===== src/rtl/img_stream_tx.sv =====
// Image stream transmitter: buffers one frame, then streams it byte-by-byte with pause gaps and looping.
// Byte 0 is valid two edges after start is sampled; pause inserts one invalid cycle per sampled edge.
module img_stream_tx #(
  parameter int Img_Dim = 4,
  parameter int Img_Ch  = 3,
  parameter int Data_W  = 8,
  localparam int N      = Img_Dim * Img_Dim * Img_Ch,
  localparam int AW     = $clog2(N)
) (
  input  logic              clk,
  input  logic              rst,
  input  logic              wr_en,
  input  logic [AW-1:0]     wr_addr,
  input  logic [Data_W-1:0] wr_data,
  input  logic              start,
  input  logic              pause,
  input  logic              loop,
  output logic [Data_W-1:0] out_img_stream,
  output logic              out_valid,
  output logic              busy,
  output logic              done,
  output logic [7:0]        frame_cnt
);

  localparam logic [AW-1:0] LAST  = AW'(N - 1);
  localparam logic [AW:0]   N_EXT = (AW + 1)'(N);

  typedef enum logic [1:0] {IDLE, STREAM, DONE} state_t;

  state_t              state_q;
  logic [AW-1:0]       ptr_q;
  logic [Data_W-1:0]   dat_q;
  logic                vld_q;
  logic                busy_q;
  logic                done_q;
  logic [7:0]          frame_cnt_q;
  logic [Data_W-1:0]   mem [N];

  // Buffer has no reset so a loaded image survives a reset pulse.
  always_ff @(posedge clk) begin
    if (wr_en && !busy_q && ({1'b0, wr_addr} < N_EXT)) begin
      mem[wr_addr] <= wr_data;
    end
  end

  always_ff @(posedge clk or negedge rst) begin
    if (!rst) begin
      state_q     <= IDLE;
      ptr_q       <= '0;
      dat_q       <= '0;
      vld_q       <= 1'b0;
      busy_q      <= 1'b0;
      done_q      <= 1'b0;
      frame_cnt_q <= '0;
    end else begin
      done_q <= 1'b0;
      case (state_q)
        IDLE: begin
          vld_q <= 1'b0;
          ptr_q <= '0;
          if (start) begin
            state_q <= STREAM;
            busy_q  <= 1'b1;
          end else begin
            busy_q  <= 1'b0;
          end
        end
        STREAM: begin
          busy_q <= 1'b1;
          if (pause) begin
            vld_q <= 1'b0;
          end else begin
            dat_q <= mem[ptr_q];
            vld_q <= 1'b1;
            if (ptr_q == LAST) begin
              frame_cnt_q <= frame_cnt_q + 8'd1;
              ptr_q       <= '0;
              if (!loop) state_q <= DONE;
            end else begin
              ptr_q <= ptr_q + AW'(1);
            end
          end
        end
        DONE: begin
          // busy stays up through the done pulse and drops on the following edge.
          vld_q   <= 1'b0;
          done_q  <= 1'b1;
          busy_q  <= 1'b1;
          state_q <= IDLE;
        end
        default: begin
          state_q <= IDLE;
          vld_q   <= 1'b0;
          busy_q  <= 1'b0;
        end
      endcase
    end
  end

  assign out_img_stream = dat_q;
  assign out_valid      = vld_q;
  assign busy           = busy_q;
  assign done           = done_q;
  assign frame_cnt      = frame_cnt_q;

endmodule


===== config.mk =====
export PLATFORM = sky130hd
export DESIGN_NAME = img_stream_tx
export DESIGN_NICKNAME = d
export VERILOG_FILES = /design/src/rtl/img_stream_tx.sv
export SDC_FILE = /design/constraint.sdc
export NUM_CORES = 1
export LEC_CHECK = 0
export ABC_AREA = 1
export BUFFER_PORTS_ARGS = -buffer_cell sky130_fd_sc_hd__buf_2
export CAP_MARGIN = 0
export CORE_ASPECT_RATIO = 0.75
export CORE_MARGIN = 4
export CORE_UTILIZATION = 51
export CTS_CLUSTER_DIAMETER = 200
export DETAILED_ROUTE_END_ITERATION = 12
export PLACE_DENSITY = 0.68
export RECOVER_POWER = 25
export SLEW_MARGIN = 5
export SYNTH_ARGS = -nofsm -noshare
export SYNTH_HDL_FRONTEND = slang
export SYNTH_SLANG_ARGS = --single-unit

===== constraint.sdc =====
create_clock -name clk -period 1.6 [get_ports clk]
set_input_delay 0 -clock clk [delete_from_list [all_inputs] [get_ports clk]]
set_output_delay 0 -clock clk [all_outputs]
set_load 0.05 [all_outputs]

After elaboration in Yosys (flattened, before gate mapping). Memory sizes are Yosys's and may differ from the RTL's. A register that Yosys moved wholly into a read port is not among the register bits. Cells that the tools add are included.

Flip-flop bits (word level): 19. RAM bits: 384. Bits of input ports: 20. Output and inout bits: 19. Word-level logic and storage cells: 44. Memories: 1.

Memory list: mem (depth 48, bits a word 8, rd ports 1, clocked after memory_dff 1, wr ports 1, line 37) `logic [Data_W-1:0] mem [N];`.

Add/subtract/negate cells: 2. Order comparisons: 1. Equality and inequality tests: 7. Multiplexer cells: 15. Bitwise logic cells: 1. Reduce and logical (&&, ||, !) cells: 11.

Operator list (count): $mux 6 (2); $pmux 6 s2 (1); $add 8x1->8 const B (1); $mux 2 (4); $ne 2x2->1 const B (4); $add 6x1->6 const B (1); $eq 6x6->1 const B (1); $lt 6x6->1 const B (1); $mux 1 (6); $pmux 2 s2 (1); $reduce_and 2->1 (2); $reduce_and 4->1 (1); $reduce_and 3->1 (1); $eq 2x1->1 const B (1); $eq 2x2->1 const B (1); $logic_and 1x1->1 (2); $logic_not 1->1 (2); $logic_not 2->1 (1); $pmux 1 s2 (1); $reduce_bool 2->1 (1); $reduce_or 2->1 (1); $not 1->1 (1).

Logic depth before layout (Yosys ltp).
Depth after elaboration: 5. Gate-level depth with buffers: 13. Depth with buffers taken out: 11.

Least setup slack after synthesis. No wires, ideal clock.

Path type: register to register. Start: register busy_q (netlist: busy). End: memory mem[0][0] (enable). Library setup time: 371 ps. Data arrival time: 1593 ps. Required time: 1229 ps. Path slack: -363 ps. Stages on the path, launching flop included: 4. Buffers on the path: 0. Clock period less this slack: 1963 ps. Cells stage by stage: dfrtp_1 > nor2_1 > nand4_1 > nor2_1.

Longest elaborated chain between the ends: 5.

Ends and longest elaborated chain: from (decl) (line 34) `logic busy_q;`; from (signal assigned) (line 52) `busy_q <= 1'b0;`; from (signal assigned) (line 63) `busy_q <= 1'b1;`; from (signal assigned) (line 65) `busy_q <= 1'b0;`; $logic_not 1->1 (line 41) `if (wr_en && !busy_q && ({1'b0, wr_addr} < N_EXT)) begin`; $logic_and 1x1->1 (2 in series) (line 41); $mux 1 (line 41); $mux 1 (implied by the code) (line 42) `mem[wr_addr] <= wr_data;`; to (decl) (line 37).

Every way passes these cells.

==> metrics.md <==
| Metric | Value |
|---|---|
| Family with the most delay on the worst path | `flip-flops` |
| Slew Limit Headroom | `20.6%` |
| GRT met1 Usage | `about a third` |
| Clock Latency Late Sink | `about 540 ps` |
| Number of DRC violations after detailed routing | `0` |
| Global-route met2 utilization | `between 30% and 40%` |
| Category of the worst setup path capture point | `flip-flop` |
| Number of buffer cells added on primary ports | `38` |
| Type of origin of the critical path | `flip-flop` |
| Period utilisation layout | `118%` |
| Post-synthesis cell type with the largest combined area | `edfxtp_1` |
| Avg Cell Area, Syn | `about 11 sq um` |
| Setup Crit Path Kind | `flip-flop to flip-flop` |
| Number of diodes | `0` |
| Row cnt | `between 50 and 60` |
| Post-detailed-route wirelength per cell | `20.2 microns` |
| Number of design-rule violations left by the first detailed-router iteration | `1411` |
| Proportion of netlist area held by the largest area contributor | `66.1%` |
| Unrepaired setup endpoints after global routing | `yes` |
| Total power consumption of the routed design | `between 30000 and 40000 uW` |
| Global route total overflow | `0` |
| Hold Violations, Final | `0` |
| Total number of clock tree sinks | `411` |
| Via count of the first global-routing pass | `12243` |
| Fillcell total | `about 2400` |
| Vertical die dimension | `about 170 microns` |
| X dimension of the die | `about 220 microns` |
| Sum of routed wire length over all layers | `45500 microns` |
| Standby leakage power | `approximately 0.0088 uW` |
| Library cell contributing the largest single delay on the critical path | `dfrtp_4` |
| Global-route wire length before repair | `69600 microns` |
| Setup slack of the critical path after layout | `-289 ps` |
| Clock tree from TritonCTS | `done` |
| CP max stage delay | `between 500 and 600 ps` |
| Total via count in the routed design | `approximately 12000` |
| Clock transition at path regs | `about 70 ps` |
| Largest clock skew in the final design | `19.0 ps` |
| Number of synthesized flops with an enable pin | `384` |
| Net count after synthesis | `roughly 1600` |
| Count of synthesis-stage warnings from yosys | `0` |
| Fraction of registers with async set or reset after synthesis | `around 6.6%` |
| Final standard cell utilization of the core | `roughly two thirds` |
| Placeable core region | `about 34000 sq um` |
| Ordered cell list for the critical path | `inv_12 > buf_12 > clkbuf_16 > nand2_1 > nand3_1 > nand3_2 > nand2_1 > nand2_1 > nand2_1 > o21ai_1 > inv_1 > nand2_1 > nand2_1` |
| Met3 routing resource usage after global routing | `approximately 4.4%` |
| Final setup TNS | `-7540 ps` |
| Signal arrival time at the worst endpoint | `~2300 ps` |
| Final min period | `around 1900 ps` |
| GPL Wtd Cong | `0.937` |
| Via density per instance | `about 5.5` |
| Worst-case vdd ir drop | `between 0.0009 and 0.001 V` |
| Power density of the placed cells | `around 1400 nW/um^2` |
| H-tree lvl count | `2` |
| Most Crowded Layer GR | `met2` |
| Cells after synthesis | `around 1600` |
| CP max FO | `8` |
| Most common cell in the netlist | `nand2_1` |
| Highest Clock Rate | `approximately 530 MHz` |
| Initial antenna violation count | `1` |
| Inserted Clock Buffers | `around 40` |
| CP most frequent cell | `nand2_1` |
| Status | `finished with violations` |
| Number of failing setup endpoints in the final timing report | `roughly 110` |
| Worst Path Required | `roughly 2000 ps` |
| GR Util All Layers | `a little under a quarter` |
| Max clock buf depth | `3` |
| Top FF cell, synth | `edfxtp_1` |
| Maximum number of pins on one net before global-route repair | `49` |
| Remaining number of nets flagged by the antenna check after routing | `0` |
| DIE AREA | `approximately 37000 sq um` |
| Initial DRT Pass Iterations | `5` |
| Post-Place Worst Slack | `-365 ps` |
| Count of final max-slew check failures | `0` |
| Kind of path behind the tightest hold check | `primary input to asynchronous set/reset pin` |
| Layout overhead on the synthesized area | `28.4%` |
| Post-Syn Area | `about 17000 sq um` |
| Actual transition at the worst max-transition pin | `1190 ps` |
| Fraction of final layout cells with drive strength greater than 1 | `between 20% and 30%` |
| Post-synthesis sequential area ratio | `69.9%` |
| Violated checks | `setup timing` |
| Synth cell types | `30` |
| Commonest cells post-synth | `488 x nand2_1, 384 x edfxtp_1, 286 x nand3_1` |
| IO Pins | `39` |
| Net count of the finished layout | `~1800` |
| Number of max-capacitance violations reported | `0` |
| Number of buffer and inverter instances along the worst setup path | `4` |
| Synth top area cells | `edfxtp_1 66%, nand2_1 10%, nand3_1 8.2%` |
| Post-detailed-placement half-perimeter wirelength | `27200 microns` |
| Effective utilization at floorplan | `just over 50%` |
| Clock tree root driver cell | `clkbuf_16` |
| Synthesis-stage register bit count | `411` |
cell type report:
| cell class | count | area [sq um] | share of cell area [%] |
|---|---|---|---|
| flip-flops and latches | 411 | 12200 | 54.5 |
| inverters | 154 | 597 | 2.66 |
| clock inverters | 22 | 195 | 0.871 |
| clock buffers | 54 | 1120 | 4.99 |
| well taps | 450 | 563 | 2.51 |
| multi-input cells | 950 | 5080 | 22.7 |
| repair buffers | 217 | 2650 | 11.8 |
power by group:
| part | internal [uW] | switching [uW] |
|---|---|---|
| Sequential | 12000 | 278 |
| Combinational | 3820 | 6310 |
| Clock | 5440 | 3990 |
| Total | 21200 | 10600 |
stage by stage:
stage          hold WS, ps  area (sq um)  cells
6_report              56.0         22400   2258
5_1_grt                113         22400   2258
4_1_cts               55.5         21800   2238
3_5_place_dp          80.8         19600   2133
3_3_place_gp          76.0         19600   2133
2_1_floorplan         -296         17700   1598
cells by family after synthesis:
family                     after synthesis  synth area share (%)
and+or+nand+nor                        885                  21.6
DFF                                    411                  69.9
xor gates and xnor gates                10                 0.502
buffers and inverters                  237                  5.97
AOI/OAI and AO/OA                       49                  1.58
adders and majority gates                6                 0.430
flip-flops by register name, indices dropped and copies added (netlist names):
signal          count
out_valid           1
ptr_q               6
mem               384
state_q             2
done                1
busy                1
frame_cnt           8
out_img_stream      8
final timing paths:
kind	from	endpoint	slack, ps	depth (start not counted)
max in group asynchronous	rst	ptr_q[0]$_DFFE_PN0P_	1010	2
hold reg to reg	frame_cnt[7]$_DFFE_PN0P_	frame_cnt[7]$_DFFE_PN0P_	470	1
setup / recovery	ptr_q[0]$_DFFE_PN0P_	out_img_stream[6]$_DFFE_PN0P_	-290	13
hold / removal	rst	frame_cnt[7]$_DFFE_PN0P_	60	2
min in group clk	wr_addr[0]	mem[1][7]$_DFFE_PP_	200	4
setup reg to reg	ptr_q[0]$_DFFE_PN0P_	out_img_stream[6]$_DFFE_PN0P_	-290	13
worst register-to-register path: stages, from the launching register on:
cell       delay [ps]
dfrtp_4           590
inv_12            110
buf_12            170
clkbuf_16         170
nand2_1            80
nand3_1           100
nand3_2            90
nand2_1            60
nand2_1            50
nand2_1            40
o21ai_1           140
inv_1              70
nand2_1            60
nand2_1            50
repair_timing:
action / in CTS / in global routing
hold endpoints to repair: 354 / 0
resized for setup: 124 / 88
pin swaps: 18 / 38
setup endpoints to repair: 68 / 395
setup buffers: 11 / 18
hold buffers: 12 / 0
gates cloned: 6 / 4
cell usage in the layout (no fill, tap or decap), types with 5 or more instances in the layout:
master,count
a21oi_2,11
buf_12,57
buf_16,7
buf_2,37
buf_4,55
buf_6,34
clkbuf_1,12
clkbuf_16,47
clkbuf_2,6
clkinv_1,10
clkinv_2,7
dfrtp_1,23
dlygate4sd3_1,12
edfxtp_1,384
ha_1,5
inv_1,145
nand2_1,471
nand2_2,16
nand3_1,225
nand3_2,56
nand3_4,5
nand4_1,8
nor2_1,32
nor2_4,50
o211ai_1,10
o21ai_0,6
o21ai_1,13
or2_2,12
xor2_1,7
layer usage:
layer | wire length, microns | up-vias
li1 | - | 5774
met1 | 19600 | 5993
met2 | 21000 | 553
met3 | 3780 | 86
met4 | 1110 | 2
met5 | 13 | -
Power figures use the tool's default switching activity.
